[config.mk]
export PLATFORM = sky130hd
export DESIGN_NAME = inst_enc
export DESIGN_NICKNAME = d
export VERILOG_FILES = /design/src/rtl/inst_enc.sv
export SDC_FILE = /design/constraint.sdc
export NUM_CORES = 1
export LEC_CHECK = 0
export CAP_MARGIN = 10
export CELL_PAD_IN_SITES_DETAIL_PLACEMENT = 1
export CELL_PAD_IN_SITES_GLOBAL_PLACEMENT = 1
export CORE_MARGIN = 2
export CORE_UTILIZATION = 37
export DETAILED_ROUTE_END_ITERATION = 10
export PLACE_DENSITY = 0.85
export SYNTH_ARGS = -nofsm -noshare
export SYNTH_HDL_FRONTEND = slang
export SYNTH_SLANG_ARGS = --single-unit
export TNS_END_PERCENT = 5
[constraint.sdc]
create_clock -name clk -period 4.45 [get_ports clk]
set_clock_uncertainty 0.05 [all_clocks]
set_input_delay 0.89 -clock clk [delete_from_list [all_inputs] [get_ports clk]]
set_output_delay 0.89 -clock clk [all_outputs]
set_load 0.01 [all_outputs]
[src/rtl/inst_enc.sv]
// rtl/inst_enc.sv - RV32 field-bundle instruction encoder with output word FIFO
// Illegal bundles are consumed, not buffered, and flagged by a one-cycle err pulse.
module inst_enc #(
   parameter int FIFO_DEPTH = 2,
   parameter int COUNT_W    = 16
) (
   input  logic               clk,
   input  logic               rst,
   input  logic               in_valid,
   output logic               in_ready,
   input  logic [2:0]         fmt,
   input  logic [6:0]         opcode,
   input  logic [2:0]         func3,
   input  logic [6:0]         func7,
   input  logic [4:0]         rs1,
   input  logic [4:0]         rs2,
   input  logic [4:0]         rd,
   input  logic [31:0]        imm,
   output logic               out_valid,
   input  logic               out_ready,
   output logic [31:0]        inst,
   output logic               err,
   output logic [COUNT_W-1:0] inst_count
);

   localparam int AW = $clog2(FIFO_DEPTH);
   localparam logic [AW-1:0]    PTR_ONE = 1;
   localparam logic [AW:0]      OCC_ONE = 1;
   localparam logic [COUNT_W-1:0] CNT_ONE = 1;

   logic [31:0]   mem [FIFO_DEPTH];
   logic [AW-1:0] wptr;
   logic [AW-1:0] rptr;
   logic [AW:0]   occ;
   logic [31:0]   enc;
   logic          legal;
   logic          full;
   logic          take;
   logic          push;
   logic          pop;

   always_comb begin
      enc = '0;
      case (fmt)
         3'd0: enc = {func7, rs2, rs1, func3, rd, opcode};
         3'd1: enc = {imm[11:0], rs1, func3, rd, opcode};
         3'd2: enc = {imm[11:5], rs2, rs1, func3, imm[4:0], opcode};
         3'd3: enc = {imm[12], imm[10:5], rs2, rs1, func3, imm[4:1], imm[11], opcode};
         3'd4: enc = {imm[31:12], rd, opcode};
         3'd5: enc = {imm[20], imm[10:1], imm[11], imm[19:12], rd, opcode};
         3'd6: enc = {7'b0000001, rs2, rs1, 3'b001, rd, 7'b0101011};
         default: enc = '0;
      endcase
   end

   // LWPOSTINC forces its own opcode, so the low-bits check only applies to 0-5.
   assign legal = (fmt == 3'd6) || ((fmt != 3'd7) && (opcode[1:0] == 2'b11));

   assign full      = (32'(occ) == FIFO_DEPTH);
   assign in_ready  = !full;
   assign out_valid = (occ != '0);
   assign inst      = out_valid ? mem[rptr] : '0;
   assign take      = in_valid && in_ready;
   assign push      = take && legal;
   assign pop       = out_valid && out_ready;

   always_ff @(posedge clk) begin
      if (push) mem[wptr] <= enc;
   end

   always_ff @(posedge clk or posedge rst) begin
      if (rst) begin
         wptr       <= '0;
         rptr       <= '0;
         occ        <= '0;
         err        <= 1'b0;
         inst_count <= '0;
      end else begin
         err <= take && !legal;
         if (push) wptr <= wptr + PTR_ONE;
         if (pop) begin
            rptr       <= rptr + PTR_ONE;
            inst_count <= inst_count + CNT_ONE;
         end
         if (push && !pop)      occ <= occ + OCC_ONE;
         else if (!push && pop) occ <= occ - OCC_ONE;
      end
   end

endmodule

==> results of run 1 <==
==> power by group <==
group | total (W) | internal, W | switching (W)
combinational | 0.00101 | 0.000565 | 0.000440
clock | 0.000560 | 0.000293 | 0.000267
sequential | 0.00112 | 0.000962 | 0.000159
total | 0.00269 | 0.00182 | 0.000866
==> worst max-delay path by stage <==
| stage | end | slack, ps | cells past startpoint |
|---|---|---|---|
| after floorplan | mem[0][0]$_DFFE_PP_ | 320 | 4 |
| after global placement | mem[1][15]$_DFFE_PP_ | 1120 | 6 |
| after detailed placement | mem[1][18]$_DFFE_PP_ | 990 | 6 |
| after CTS | inst[9] | 1120 | 3 |
| after global routing | inst[9] | 980 | 3 |
| final | inst[9] | 1160 | 3 |
==> synthesized netlist by cell type (7+ instances only) <==
library cell / number / share of area (%)
xor2_1: 7 / 1.5
a22o_1: 10 / 2.2
inv_1: 7 / 0.66
edfxtp_1: 64 / 48
xnor2_1: 13 / 2.9
nand2_1: 24 / 2.3
dfrtp_1: 21 / 13
nor2_1: 50 / 4.7
o21ai_0: 10 / 1.3
a21oi_1: 12 / 1.5
mux2i_1: 41 / 10
clkbuf_1: 9 / 0.85
==> flip-flops by register name, indices dropped and copies added, names as in the netlist <==
signal and cells:
mem 64, occ 2, err 1, rptr 1, wptr 1, inst_count 16
==> routing by layer <==
metal	up-vias	track usage (%)	wire (um)
met5	-	0	0
met4	0	8.883	255
met3	22	3.269	580
met2	112	32.97	5493
met1	1470	21.13	3969
li1	1409	-	-
==> logic make-up after synthesis <==
family	after synthesis	synth area share (%)
AOI/OAI and AO/OA	51	8.571
xor gates and xnor gates	20	4.396
adders and majority gates	2	0.6278
buffers and inverters	24	2.449
DFF	85	61.41
muxes	43	10.86
and+or+nand+nor	99	11.68
==> worst max-delay path, cell delays in order (launching register included) <==
cell	delay (ps)
dfrtp_2	1030
mux2i_1	260
nor2_1	150
clkdlybuf4s50_1	540
==> area by class of cell <==
cell class                      count  area share (%)
Inverter                            9          0.6081
Clock buffer                       14           3.581
Timing Repair Buffer              125           22.34
Sequential cell                    85           44.08
Clock inverter                      2          0.2027
Tap cell                          136           3.063
Multi-Input combinational cell    215           26.13
==> stage by stage <==
stage | setup WS (ps) | power (W) | cells
floorplan | 320.5 | 0.001595 | 324
global placement | 1117 | 0.002126 | 570
detailed placement | 989.5 | 0.002162 | 570
CTS | 1115 | 0.002721 | 586
global route | 982.7 | 0.002821 | 586
finish | 1160 | 0.002686 | 586
==> flow_summary.json, run 1 <==
{
  "drive_gt1_share_pct": 7.556,
  "multi_input_area_mm2": 0.001451,
  "postCtsSetupRepairBufs": 0,
  "rrSetupSlack_ps": 2190,
  "gp_congestion": 0.7781,
  "final_common_cell": "clkdlybuf4s50_1",
  "cts_num_sinks": 85,
  "crit_start": "rptr$_DFFE_PP0P_",
  "cts_tree": "built",
  "numPortBuffers": 121,
  "ir_drop_mv": 0.2258,
  "power-per-cell-area_mw_per_mm2": 483.4,
  "insertion_delay_ps": 350,
  "grt_use_total_pct": 18.42,
  "num_io_pins": 122,
  "grt_pass1_wl_mm": 16.22,
  "cp-end-kind": "output pin",
  "tns_ps": 0,
  "reg2regPathDepth": 8,
  "synthCells": 324,
  "dpl-instance-area_mm2": 0.005345,
  "antenna_cells": 0,
  "numCtsBuffers": 9,
  "wl_per_cell_um": 17.58,
  "finalSetupViolCount": 0,
  "cts_buffer_depth": 2,
  "cap_violations": 0,
  "detail-route-antenna-nets": 0,
  "path_class": "reg2out",
  "hold_start": "inst_count[12]$_DFFE_PP0P_",
  "core_area_mm2": 0.01037,
  "fin_area_mm2": 0.005555,
  "viasPerCell": 5.142,
  "r2r_start": "occ[0]$_DFFE_PP0P_",
  "finalCriticalPeriod_ps": 3290,
  "dieArea_mm2": 0.01162,
  "arrival_ps": 2350,
  "rsz0062_at_grt": "no",
  "antenna_found_initial": 0,
  "cp-start-kind": "flip-flop",
  "cts-root-buf": "clkbuf_8",
  "regArea_mm2": 0.002449,
  "min_path_cells": 1,
  "routed_wl_mm": 10.30,
  "vias": 3013,
  "status": "finished, final reports clean",
  "syn-num-nets": 397,
  "min_path_type": "reg2reg",
  "die_h_um": 107.8,
  "grt_pass1_vias": 3312,
  "rr_endpoint": "occ[1]$_DFFE_PP0P_",
  "min_to": "inst_count[12]$_DFFE_PP0P_",
  "required_ps": 3510,
  "ys.flop_type": "edfxtp_1",
  "grt_max_degree": 34,
  "yosysSeqAreaShare_pct": 61.41,
  "firstDrtPassIters": 4,
  "syn_area_mm2": 0.003985,
  "initial_core_util_pct": 38.43,
  "postCtsHoldBufs": 0,
  "synth_edf_count": 64,
  "htree_levels": 3,
  "cp_max_fo": 33,
  "synth_area_per_cell_um2": 12.30,
  "syn2layout_area_growth_pct": 39.40,
  "gr-total-overflow": 0,
  "max_slew_margin_pct": 33.39,
  "async_reset_ff_share_pct": 24.71,
  "die_w_um": 107.8,
  "fillers": 1100,
  "post_cts_resized": 0,
  "hold_slack_ps": 435.4,
  "layout_common_cells": "clkdlybuf4s50_1, edfxtp_1, nor2_1",
  "fin_crit_sh_pct": 73.94,
  "maxSlewViolCount": 0,
  "ys_ff_latch": 85,
  "fp-row-count": 37,
  "route.detailed.drc": 0,
  "synth_cell_type_count": 38,
  "nets": 518,
  "cts.reportedPaths.clkPinSlew_ps": 90,
  "utilization_pct": 53.57,
  "leakage_nw": 2.177,
  "hold_viol": 0,
  "dp_hpwl_mm": 7.617,
  "tightest_slew_ps": 999.1,
  "max_freq_mhz": 303.9,
  "drt_iter0_markers": 136,
  "synth_warnings": 0
}
Note: power is estimated with default switching activity, not from simulation.
==> inputs of run 2 (changes only) <==
==> constraint.sdc (replaced) <==
create_clock -name clk -period 3.3 [get_ports clk]
set_clock_uncertainty 0.05 [all_clocks]
set_input_delay 0.66 -clock clk [delete_from_list [all_inputs] [get_ports clk]]
set_output_delay 0.66 -clock clk [all_outputs]
set_load 0.01 [all_outputs]
==> flow_summary.json, run 2 (synthesis gave the netlist of run 1 again) <==
{
  "status": "finished, final reports clean",
  "wl_per_cell_um": 17.56,
  "hold_slack_ps": 440.9,
  "reg_top3": "mem (64), inst_count (16), occ (2)",
  "multi_input_area_mm2": 0.001458,
  "insertion_delay_ps": 350,
  "cp-start-kind": "flip-flop",
  "antenna_cells": 0,
  "finalSetupViolCount": 0,
  "cp_max_fo": 24,
  "maxSlewViolCount": 0,
  "tns_ps": 0,
  "arrival_ps": 2230,
  "finalCriticalPeriod_ps": 2941,
  "setup_ws_ps": 358.8,
  "grt_use_total_pct": 18.59,
  "postCtsHoldBufs": 0,
  "die_w_um": 107.8,
  "detail-route-antenna-nets": 0,
  "cts_buffer_depth": 2,
  "drt_iter0_markers": 118,
  "cts_tree": "built",
  "final_common_cell": "clkdlybuf4s50_1",
  "firstDrtPassIters": 4,
  "grt_pass1_wl_mm": 16.35,
  "routed_wl_mm": 10.36,
  "core_area_mm2": 0.01037,
  "dpl_worst_slack_ps": 355.3,
  "path_class": "reg2out",
  "worstSetupEndpoint": "inst[30]",
  "gp_congestion": 0.8084,
  "fin_cells": 590,
  "cts-root-buf": "clkbuf_8",
  "cts.reportedPaths.clkPinSlew_ps": 80,
  "dieArea_mm2": 0.01162,
  "post_cts_resized": 0,
  "cp-end-kind": "output pin",
  "fillers": 1113,
  "rr_endpoint": "occ[1]$_DFFE_PP0P_",
  "leakage_nw": 2.214,
  "required_ps": 2590,
  "numPortBuffers": 121,
  "placedCellCount": 574,
  "gr-total-overflow": 0,
  "syn2layout_area_growth_pct": 41.04,
  "numCtsBuffers": 9,
  "fp-row-count": 37,
  "regMostFlops": "mem",
  "rsz0062_at_grt": "no",
  "crit_start": "occ[0]$_DFFE_PP0P_",
  "reg2regPathDepth": 9,
  "tightest_slew_ps": 801.1,
  "regArea_mm2": 0.002449,
  "r2r_start": "occ[0]$_DFFE_PP0P_",
  "layout_common_cells": "clkdlybuf4s50_1, edfxtp_1, nor2_1",
  "postCtsSetupRepairBufs": 0,
  "drive_gt1_share_pct": 8.590,
  "nets": 522,
  "power-per-cell-area_mw_per_mm2": 658.7,
  "grt_pass1_vias": 3247,
  "htree_levels": 3,
  "antenna_found_initial": 0,
  "grt_max_degree": 33,
  "viasPerCell": 5.100,
  "max_freq_mhz": 340.0,
  "cts_num_sinks": 85,
  "die_h_um": 107.8,
  "min_path_type": "reg2reg",
  "fin_crit_sh_pct": 89.13,
  "cap_violations": 0,
  "ir_drop_mv": 0.2669,
  "num_io_pins": 122,
  "vias": 3009,
  "largest_reg_flops": 64,
  "max_slew_margin_pct": 46.54,
  "rrSetupSlack_ps": 940,
  "dp_hpwl_mm": 7.711,
  "hold_viol": 0,
  "initial_core_util_pct": 38.43,
  "fin_total_pwr_w": 0.003702,
  "route.detailed.drc": 0
}
run 2: changes by cell type in the layout (fill, tap and decap cells not counted):
cell,previous run,this run
buf_12,0,1
buf_4,4,7
clkbuf_1,1,0
clkbuf_16,2,3
clkbuf_8,10,9
clkinv_4,0,1
nor3_2,1,0
nor3_4,1,2
run 2: worst min path at each step:
stage | startpoint | endpoint | depth (start not counted)
after floorplan | wptr$_DFFE_PP0P_ | wptr$_DFFE_PP0P_ | 1
after global placement | inst_count[15]$_DFFE_PP0P_ | inst_count[15]$_DFFE_PP0P_ | 1
after detailed placement | inst_count[15]$_DFFE_PP0P_ | inst_count[15]$_DFFE_PP0P_ | 1
after CTS | inst_count[15]$_DFFE_PP0P_ | inst_count[15]$_DFFE_PP0P_ | 1
after global routing | inst_count[15]$_DFFE_PP0P_ | inst_count[15]$_DFFE_PP0P_ | 1
final | inst_count[15]$_DFFE_PP0P_ | inst_count[15]$_DFFE_PP0P_ | 1
run 2: cell type report:
type / instances / area share, %
clock inverters: 3 / 0.3562
flip-flops and latches: 85 / 43.57
multi-input cells: 215 / 25.94
well taps: 136 / 3.028
inverters: 9 / 0.6011
repair buffers: 129 / 22.84
clock buffers: 13 / 3.673
run 2: power by group:
group          total, W  leakage (nW)  internal (W)  switching, W
Clock          0.000799         0.119      0.000421      0.000378
Sequential      0.00144         0.857       0.00130      0.000146
Combinational   0.00146          1.24      0.000788      0.000672
run 2: stage by stage:
stage                     cell area (um^2)  util (%)
after floorplan                       3990         -
after global placement                5394     52.02
after detailed placement              5394     52.02
after CTS                             5620     54.20
after global routing                  5620     54.20
final                                 5620     54.20
run 2: routing by layer:
layer  wire length, um  GRT usage, %
met5                 0             0
met4               128         6.502
met3               655         4.298
met2              5455         33.60
met1              4120         21.42
run 2: worst max-delay path: stages (launching register included):
cell and delay [ps]:
dfrtp_1 480, nor2_4 550, buf_4 290, nor2_1 80, clkdlybuf4s50_1 480
==> inputs of run 3 (changes only) <==
--- a/config.mk
+++ b/config.mk
@@ -5,7 +5,7 @@
 export SDC_FILE = /design/constraint.sdc
 export NUM_CORES = 1
 export LEC_CHECK = 0
-export CAP_MARGIN = 10
+export CAP_MARGIN = 20
 export CELL_PAD_IN_SITES_DETAIL_PLACEMENT = 1
 export CELL_PAD_IN_SITES_GLOBAL_PLACEMENT = 1
 export CORE_MARGIN = 2
==> results of run 3 <==
Final layout, timing and power as in run 2 (identical DEF).
